`config.mk`:
```
export PLATFORM = sky130hd
export DESIGN_NAME = audio_pwm_out
export DESIGN_NICKNAME = d
export VERILOG_FILES = /design/src/rtl/audio_pwm_out.sv
export SDC_FILE = /design/constraint.sdc
export NUM_CORES = 1
export LEC_CHECK = 0
export BUFFER_PORTS_ARGS = -buffer_cell sky130_fd_sc_hd__buf_2
export CORE_UTILIZATION = 45
export CTS_CLUSTER_SIZE = 12
export DETAILED_ROUTE_END_ITERATION = 16
export GPL_TIMING_DRIVEN = 0
export PLACE_DENSITY = 0.68
export SLEW_MARGIN = 20
export SYNTH_ARGS = -nofsm -noshare
export SYNTH_HDL_FRONTEND = slang
export SYNTH_SLANG_ARGS = --single-unit
```
`constraint.sdc`:
```
create_clock -name clk -period 14.6 [get_ports clk]
set_input_delay 3.65 -clock clk [delete_from_list [all_inputs] [get_ports clk]]
set_output_delay 3.65 -clock clk [all_outputs]
set_load 0.1 [all_outputs]
```
`src/rtl/audio_pwm_out.sv`:
```
// -----------------------------------------------------------------------------
// audio_pwm_out
//
// Final audio output stage. Unsigned 8-bit samples (midscale 128 = silence)
// arrive from the filter/volume stage. Each one is held in a one-deep pending
// buffer and consumed at the next PWM period boundary. It is then scaled by a
// 0..16 gain that ramps smoothly on mute/unmute, and rendered as a
// fixed-period PWM bitstream for the audio pad.
//
// Parameters
//   CNT_W         PWM counter width; period = 2^CNT_W clocks (only 8 is
//                 supported, so that duty resolution matches the sample).
//
// Ports
//   clk           system clock, sole clock domain
//   rst           synchronous active-high reset
//   sample_in     [7:0] unsigned audio sample
//   sample_valid  one-cycle strobe qualifying sample_in
//   enable        level: 1 = play (ramp gain up), 0 = mute (ramp gain down)
//   pwm_out       registered PWM bit to the pad
//   sample_req    one-cycle pulse at a boundary that consumed a pending sample
//   overrun       one-cycle pulse when a pending sample is overwritten
//                 before it was consumed
//   muted         high while the gain state machine is in MUTED
// -----------------------------------------------------------------------------
module audio_pwm_out #(
    parameter int CNT_W = 8
) (
    input  logic       clk,
    input  logic       rst,
    input  logic [7:0] sample_in,
    input  logic       sample_valid,
    input  logic       enable,
    output logic       pwm_out,
    output logic       sample_req,
    output logic       overrun,
    output logic       muted
);

    typedef enum logic [1:0] {
        MUTED     = 2'd0,
        RAMP_UP   = 2'd1,
        PLAY      = 2'd2,
        RAMP_DOWN = 2'd3
    } state_t;

    localparam logic [4:0] G_MAX      = 5'd16;
    localparam logic [7:0] MIDSCALE   = 8'd128;

    // -------------------------------------------------------------------------
    // Registered state
    // -------------------------------------------------------------------------
    logic [CNT_W-1:0] cnt_reg;
    logic [7:0]       duty_reg;
    logic [7:0]       cur_reg;
    logic [7:0]       pend_reg;
    logic             pend_full_reg;
    logic [4:0]       g_reg;
    state_t           state_reg;

    // -------------------------------------------------------------------------
    // Combinational helpers
    // -------------------------------------------------------------------------
    logic       boundary;
    logic [7:0] sel;
    logic [4:0] g_up;
    logic [4:0] g_dn;
    logic [4:0] g_next;
    state_t     state_next;
    logic [7:0] duty_next;

    // Gain scaling about midscale: 128 + floor((s - 128) * g / 16).
    // With g in 0..16 the shifted term stays within -128..127, so adding 128
    // modulo 256 yields the exact result in 0..255 without a clamp.
    function automatic logic [7:0] scale(input logic [7:0] s, input logic [4:0] g);
        logic signed [8:0]  diff;
        logic signed [14:0] prod;
        diff = $signed({1'b0, s}) - 9'sd128;
        prod = $signed({{6{diff[8]}}, diff}) * $signed({10'b0, g});
        return 8'(prod >>> 4) + MIDSCALE;
    endfunction

    always_comb begin
        boundary = (cnt_reg == {CNT_W{1'b1}});

        // A sample still pending at the boundary is the one about to become
        // current, so it is what the new duty must be computed from.
        sel = pend_full_reg ? pend_reg : cur_reg;

        // Saturating one-step neighbours of the current gain.
        g_up = (g_reg >= G_MAX) ? G_MAX : g_reg + 5'd1;
        g_dn = (g_reg == 5'd0)  ? 5'd0  : g_reg - 5'd1;

        // Gain FSM step. The enable value seen at the boundary picks both the
        // transition and the direction of this boundary's step, so a reversal
        // mid-ramp continues from the current gain without a pause.
        g_next     = g_reg;
        state_next = state_reg;
        case (state_reg)
            MUTED: begin
                if (enable) begin
                    g_next     = 5'd1;
                    state_next = RAMP_UP;
                end else begin
                    g_next     = 5'd0;
                    state_next = MUTED;
                end
            end
            RAMP_UP, RAMP_DOWN: begin
                if (enable) begin
                    g_next     = g_up;
                    state_next = (g_up == G_MAX) ? PLAY : RAMP_UP;
                end else begin
                    g_next     = g_dn;
                    state_next = (g_dn == 5'd0) ? MUTED : RAMP_DOWN;
                end
            end
            PLAY: begin
                if (enable) begin
                    g_next     = G_MAX;
                    state_next = PLAY;
                end else begin
                    g_next     = G_MAX - 5'd1;
                    state_next = RAMP_DOWN;
                end
            end
            default: begin
                g_next     = 5'd0;
                state_next = MUTED;
            end
        endcase

        duty_next = scale(sel, g_next);
    end

    // -------------------------------------------------------------------------
    // Sequential logic: counter, pending buffer, gain FSM, PWM compare
    // -------------------------------------------------------------------------
    always_ff @(posedge clk) begin
        if (rst) begin
            cnt_reg       <= '0;
            duty_reg      <= MIDSCALE;
            cur_reg       <= MIDSCALE;
            pend_reg      <= MIDSCALE;
            pend_full_reg <= 1'b0;
            g_reg         <= 5'd0;
            state_reg     <= MUTED;
            pwm_out       <= 1'b0;
            sample_req    <= 1'b0;
            overrun       <= 1'b0;
            muted         <= 1'b1;
        end else begin
            cnt_reg    <= cnt_reg + 1'b1;
            // Compare uses the pre-edge counter and duty, so the pad bit lags
            // them by exactly one clock.
            pwm_out    <= (cnt_reg < CNT_W'(duty_reg));
            sample_req <= 1'b0;
            overrun    <= 1'b0;

            if (boundary) begin
                g_reg     <= g_next;
                state_reg <= state_next;
                muted     <= (state_next == MUTED);
                duty_reg  <= duty_next;

                if (pend_full_reg) begin
                    cur_reg    <= pend_reg;
                    sample_req <= 1'b1;
                end

                // A strobe on the boundary refills the buffer just vacated
                // (or fills an empty one); neither case is an overrun.
                if (sample_valid) begin
                    pend_reg      <= sample_in;
                    pend_full_reg <= 1'b1;
                end else begin
                    pend_full_reg <= 1'b0;
                end
            end else if (sample_valid) begin
                pend_reg      <= sample_in;
                pend_full_reg <= 1'b1;
                overrun       <= pend_full_reg;
            end
        end
    end

endmodule

```
Yosys cells after proc, flatten, opt, wreduce, memory -nomap -nowiden
Index checks and enable logic that the tools add are counted.
- flip-flop bits (word level): 44
- logic and storage cells: 51
- bitwise operators: 2
- equal/unequal tests: 5
- reduce and logical (&&, ||, !) cells: 8
- muxes and demuxes: 17
- multiply operators: 1
- magnitude comparators: 2
- $add $sub $neg: 5
- operators with widths (kind ; number):
    2-to-1 mux 5 bit ; 4
    one-hot mux 5 bit (3 select lines) ; 1
    multiplier 9 x 6 -> 12 bit ; 1
    logical NOT 5 bit ; 2
    subtractor 8 x 8 -> 9 bit, second input constant ; 1
    adder 8 x 1 -> 8 bit, second input constant ; 1
    adder 8 bit, second input constant ; 1
    equality test 8 bit, second input constant ; 1
    < comparator 8 bit ; 1
    2-to-1 mux 8 bit ; 1
    2-to-1 mux 1 bit ; 7
    2-to-1 mux 2 bit ; 3
    one-hot mux 2 bit (3 select lines) ; 1
    adder 5 x 1 -> 5 bit, second input constant ; 1
    equality test 5 bit, second input constant ; 1
    >= comparator 5 bit, second input constant ; 1
    subtractor 5 x 1 -> 5 bit, second input constant ; 1
    equality test 2 bit, second input constant ; 2
    logical NOT 2 bit ; 2
    OR reduction 2 bit ; 2
    OR reduction 3 bit ; 1
    equality test 2 x 1 -> 1 bit, second input constant ; 1
    inverter 1 bit ; 2
    nonzero test 2 bit ; 1

Logic depth before layout (Yosys ltp)
- word-level depth: 7
- mapped depth: 21
- gate-level depth less buffers: 21

Least setup slack after synthesis
OpenSTA, ideal clock, no wires.
- path type: input -> register
- from: input port enable
- to: register duty_reg[6]
- arrival time: 7728 ps
- buffers on the path: 1
- path slack: 6755 ps
- stages on the path: 18
- data required time: 14483 ps
- path through: buf_2 -> o32ai_1 -> mux2i_1 -> a21o_1 -> or2_2 -> fa_1 -> inv_1 -> fa_1 -> inv_1 -> fa_1 -> inv_1 -> ha_1 -> a21o_1 -> a21oi_1 -> o21ai_0 -> a221o_1 -> xor2_1 -> a22o_1
- cells in the longest elaborated chain, start to end: 4
- elaborated cells on any way between the ends: 6
- RTL lines (what ; RTL line ; text):
    from (decl) ; 33 ; input logic enable,
    2-to-1 mux 5 bit, or another cell as far along ; 119 ; if (enable) begin
    one-hot mux 5 bit (3 select lines) (*) ; 99 ; case (state_reg)
    multiplier 9 x 6 -> 12 bit (*) ; 79 ; prod = $signed({{6{diff[8]}}, diff}) * $signed({10'b0, g});
    adder 8 bit (*) ; 80 ; return 8'(prod >>> 4) + MIDSCALE;
    to (signal assigned) ; 164 ; duty_reg <= duty_next;
    to (decl) ; 54 ; logic [7:0] duty_reg;
Every way passes the cells marked *; elsewhere a longest branch is shown, timed or not.
A chain may end at the register's enable or synchronous reset.

Worst setup path in the final report
- from: input port enable
- to: register duty_reg[7]
The elaborated chain is that of the path after synthesis.

==> results.sh <==
export IMPL_status="completed"
export IMPL_synth_largest_type_area_fraction_pct=25.4
export IMPL_synth_cell_types=49
export IMPL_timing_reg2reg_setup_slack_ns=9.04
export IMPL_wire_length_of_the_first_global_routing_pass_mm=12.8
export IMPL_ff2ff_path_depth=21
export IMPL_cts_hold_buffers_added=0
export IMPL_worst_setup_hold_path_clk_slew_ns=0.08
export IMPL_start_util_pct=47.2
export IMPL_maxCapViolCount=0
export IMPL_overall_die_height_um=89.7
export IMPL_drt_iter0_markers=181
export IMPL_fmaxAchievable_mhz=123
export IMPL_final_hpwl_from_detailed_placement_mm=5.74
export IMPL_fraction_of_layout_cells_with_a_size_suffix_above_1_pct=10.3
export IMPL_detail_route_drc_violations=0
export IMPL_gr_usage_all_layers_pct=19.4
export IMPL_worst_setup_path_end_kind="register"
export IMPL_grt_pass1_vias=2715
export IMPL_power_static_leakage_nw=1.60
export IMPL_cellPowerDensity_nw_per_um2=65.2
export IMPL_met2_length_mm=3.21
export IMPL_post_synth_inst_count=404
export IMPL_post_cts_buffers=0
export IMPL_dieWidth_um=89.7
export IMPL_worst_setup_path_start_kind="input port"
export IMPL_timing_worst_slew_pin_value_ns=0.835
export IMPL_yosys_register_bits=44
export IMPL_antenna_found_initial=0
export IMPL_final_fill_count=702
export IMPL_viasPerCell=5.24
export IMPL_number_of_placement_rows=31
export IMPL_critPathRequiredTime_ns=14.78
export IMPL_timing_final_setup_violations=0
export IMPL_n_antenna_cell=0
export IMPL_clock_path_buffers=2
export IMPL_clockRootBuffer="sky130_fd_sc_hd__clkbuf_8"
export IMPL_hold_viol_final=0
export IMPL_count_of_flip_flops_with_a_built_in_enable_after_synthesis=0
export IMPL_numClockSinks=44
export IMPL_finish_net_count=488
export IMPL_grt_max_degree=15
export IMPL_dr_max_layer_used="met4"
export IMPL_post_cts_resized_instances=0
export IMPL_async_flop_share_pct=0
export IMPL_synth_net_count=466
export IMPL_cts_buffers_inserted=5
export IMPL_setup_worst_path_class="in2reg"
export IMPL_yosys_area_top_type="sky130_fd_sc_hd__dfxtp_1"
export IMPL_finalMaxSlewViolations=0
export IMPL_final_period_utilization_pct=55.6
export IMPL_hold_path_class="reg2reg"
export IMPL_detailroute_wirelength_met3_um=323
export IMPL_yosys_warnings=0
export IMPL_min_path_cells=2
export IMPL_yosys_most_used_dff="sky130_fd_sc_hd__dfxtp_1"
export IMPL_cp_max_fo=10
export IMPL_timing_rr_start="g_reg[0]"
export IMPL_hold_path_startpoint="duty_reg[3]"
export IMPL_core_region_area_sq_um=7330
export IMPL_route_final_wire_length_mm=7.13
export IMPL_hold_path_endpoint="duty_reg[3]"
export IMPL_drt_met1_wl_mm=3.50
export IMPL_synth_area_top_cells="sky130_fd_sc_hd__dfxtp_1 25%, sky130_fd_sc_hd__fa_1 13%, sky130_fd_sc_hd__ha_1 10%"
export IMPL_avgRoutedWirePerCell_um=13.6
export IMPL_setup_tns_final_ns=0
export IMPL_clock_tree_from_tritoncts="yes"
export IMPL_io_pin_count=16
export IMPL_power_ir_vdd_worst_uv=36.9
export IMPL_detail_route_antenna_nets=0
export IMPL_worst_skew_pair_later_pin_latency_ns=0.30
export IMPL_numPortBuffers=15
export IMPL_netlist_area_sq_um=3460
export IMPL_htree_levels=2
export IMPL_first_drt_pass_iteration_count=4
export IMPL_timing_hold_ws_ns=0.461
export IMPL_yosysSeqAreaShare_pct=25.4
export IMPL_finalWorstPathRequiredPeriod_ns=8.12
export IMPL_fp_dieArea_sq_um=8050
export IMPL_global_route_overflow_total=0
export IMPL_area_growth_syn_to_layout_pct=9.25
export IMPL_postSynthAreaPerCell_sq_um=8.57
export IMPL_headroom_to_the_max_slew_limit_pct=44.3
export IMPL_grt_setup_unrepaired="no"
export IMPL_worstReg2RegEnd="duty_reg[7]"
export IMPL_clock_skew_final_ns=0.00616
export IMPL_detailroute_via_count=2757
export IMPL_routabilityCongestion=0.851
export IMPL_data_arrival_time_at_the_worst_slack_endpoint_ns=8.30
## critical path: stages
cell and delay [ns]:
sky130_fd_sc_hd__buf_2 0.14, sky130_fd_sc_hd__buf_2 0.18, sky130_fd_sc_hd__o32ai_1 0.28, sky130_fd_sc_hd__mux2i_1 0.13, sky130_fd_sc_hd__a21o_1 0.30, sky130_fd_sc_hd__nor2_1 0.20, sky130_fd_sc_hd__fa_1 0.43, sky130_fd_sc_hd__ha_1 0.31
sky130_fd_sc_hd__ha_1 0.27, sky130_fd_sc_hd__nor4b_2 0.19, sky130_fd_sc_hd__nand3b_1 0.16, sky130_fd_sc_hd__or3_2 0.49, sky130_fd_sc_hd__fa_1 0.42, sky130_fd_sc_hd__inv_1 0.09, sky130_fd_sc_hd__a21oi_1 0.08, sky130_fd_sc_hd__o21ai_0 0.31
sky130_fd_sc_hd__a31oi_1 0.15, sky130_fd_sc_hd__xnor2_1 0.28, sky130_fd_sc_hd__xnor2_1 0.16, sky130_fd_sc_hd__a21oi_1 0.08
## routing by layer
layer,vias up,GRT usage [%]
met5,-,0
met4,0,5.33
met3,8,2.37
met2,61,31.6
met1,1297,27.0
li1,1391,-
## power breakdown
part	internal, mW	switching [mW]	total (mW)	leakage [nW]
clock network	0.0560	0.0428	0.0988	0.0614
logic	0.00894	0.0145	0.0234	1.18
registers	0.123	0.00191	0.124	0.358
total	0.187	0.0592	0.247	1.60
## synthesized netlist by cell type, types with 3 or more instances
cell / instances
sky130_fd_sc_hd__nor2_1: 73
sky130_fd_sc_hd__inv_1: 53
sky130_fd_sc_hd__dfxtp_1: 44
sky130_fd_sc_hd__ha_1: 28
sky130_fd_sc_hd__fa_1: 22
sky130_fd_sc_hd__a21oi_1: 21
sky130_fd_sc_hd__mux2i_1: 18
sky130_fd_sc_hd__nand2_1: 15
sky130_fd_sc_hd__xnor2_1: 13
sky130_fd_sc_hd__a211oi_1: 10
sky130_fd_sc_hd__clkbuf_1: 10
sky130_fd_sc_hd__xor2_1: 9
sky130_fd_sc_hd__a21o_1: 7
sky130_fd_sc_hd__nand3_1: 7
sky130_fd_sc_hd__o21ai_0: 7
sky130_fd_sc_hd__nor2b_1: 5
sky130_fd_sc_hd__or2_2: 5
sky130_fd_sc_hd__nor3_1: 4
sky130_fd_sc_hd__a211o_1: 3
sky130_fd_sc_hd__a22oi_1: 3
sky130_fd_sc_hd__buf_6: 3
sky130_fd_sc_hd__nand2b_1: 3
sky130_fd_sc_hd__nand3b_1: 3
sky130_fd_sc_hd__nor4_1: 3
sky130_fd_sc_hd__or3_2: 3
## cell families (layout without fill, tap and decap cells)
kind of cell	count (synthesis)	count (layout)	synth area share (%)
compound gates	70	70	14.0
xor+xnor	22	22	5.57
fa+ha+maj	50	50	22.8
buf+inv	70	93	8.53
flops	44	44	25.4
mux	19	19	5.53
simple gates	129	129	18.1
## final cells by class
cell class / instances / area [sq um] / share of cell area (%)
multi-input cells: 290 / 2290 / 60.4
repair buffers: 15 / 75.1 / 1.98
inverters: 53 / 199 / 5.26
well taps: 99 / 124 / 3.27
clock inverters: 2 / 38.8 / 1.03
flip-flops and latches: 44 / 881 / 23.3
clock buffers: 6 / 82.6 / 2.18
plain buffers: 17 / 96.3 / 2.55
## worst max-delay path by stage
stage / start / endpoint / slack [ns] / depth (start not counted)
after CTS: enable / duty_reg[7] / 6.50 / 20
after floorplan: enable / duty_reg[6] / 6.76 / 18
after global placement: enable / duty_reg[7] / 6.29 / 20
after detailed placement: enable / duty_reg[7] / 6.20 / 20
after global routing: enable / duty_reg[7] / 6.15 / 20
final: enable / duty_reg[7] / 6.48 / 20
## per-stage QoR
step | instances | area (sq um) | util (%) | power [mW] | worst slack (ns)
global route | 526 | 3780 | 51.6 | 0.257 | 6.15
finish | 526 | 3780 | 51.6 | 0.247 | 6.48
global placement | 518 | 3660 | 49.9 | 0.150 | 6.29
detailed placement | 518 | 3660 | 49.9 | 0.151 | 6.20
CTS | 526 | 3780 | 51.6 | 0.248 | 6.50
floorplan | 404 | 3460 | - | 0.144 | 6.76
## placed cells by master (no fill, tap or decap), types with 4 or more instances in the layout
| cell | netlist | routed |
|---|---|---|
| sky130_fd_sc_hd__nor3_1 | 4 | 4 |
| sky130_fd_sc_hd__or2_2 | 5 | 5 |
| sky130_fd_sc_hd__xor2_1 | 9 | 9 |
| sky130_fd_sc_hd__nor2b_1 | 5 | 5 |
| sky130_fd_sc_hd__clkbuf_1 | 10 | 10 |
| sky130_fd_sc_hd__nand2_1 | 15 | 15 |
| sky130_fd_sc_hd__nand3_1 | 7 | 7 |
| sky130_fd_sc_hd__a21oi_1 | 21 | 21 |
| sky130_fd_sc_hd__ha_1 | 28 | 28 |
| sky130_fd_sc_hd__clkbuf_8 | 0 | 6 |
| sky130_fd_sc_hd__inv_1 | 53 | 53 |
| sky130_fd_sc_hd__mux2i_1 | 18 | 18 |
| sky130_fd_sc_hd__nor2_1 | 73 | 73 |
| sky130_fd_sc_hd__a211oi_1 | 10 | 10 |
| sky130_fd_sc_hd__a21o_1 | 7 | 7 |
| sky130_fd_sc_hd__o21ai_0 | 7 | 7 |
| sky130_fd_sc_hd__dfxtp_1 | 44 | 44 |
| sky130_fd_sc_hd__buf_2 | 2 | 17 |
| sky130_fd_sc_hd__xnor2_1 | 13 | 13 |
| sky130_fd_sc_hd__fa_1 | 22 | 22 |
Power figures use the tool's default switching activity.
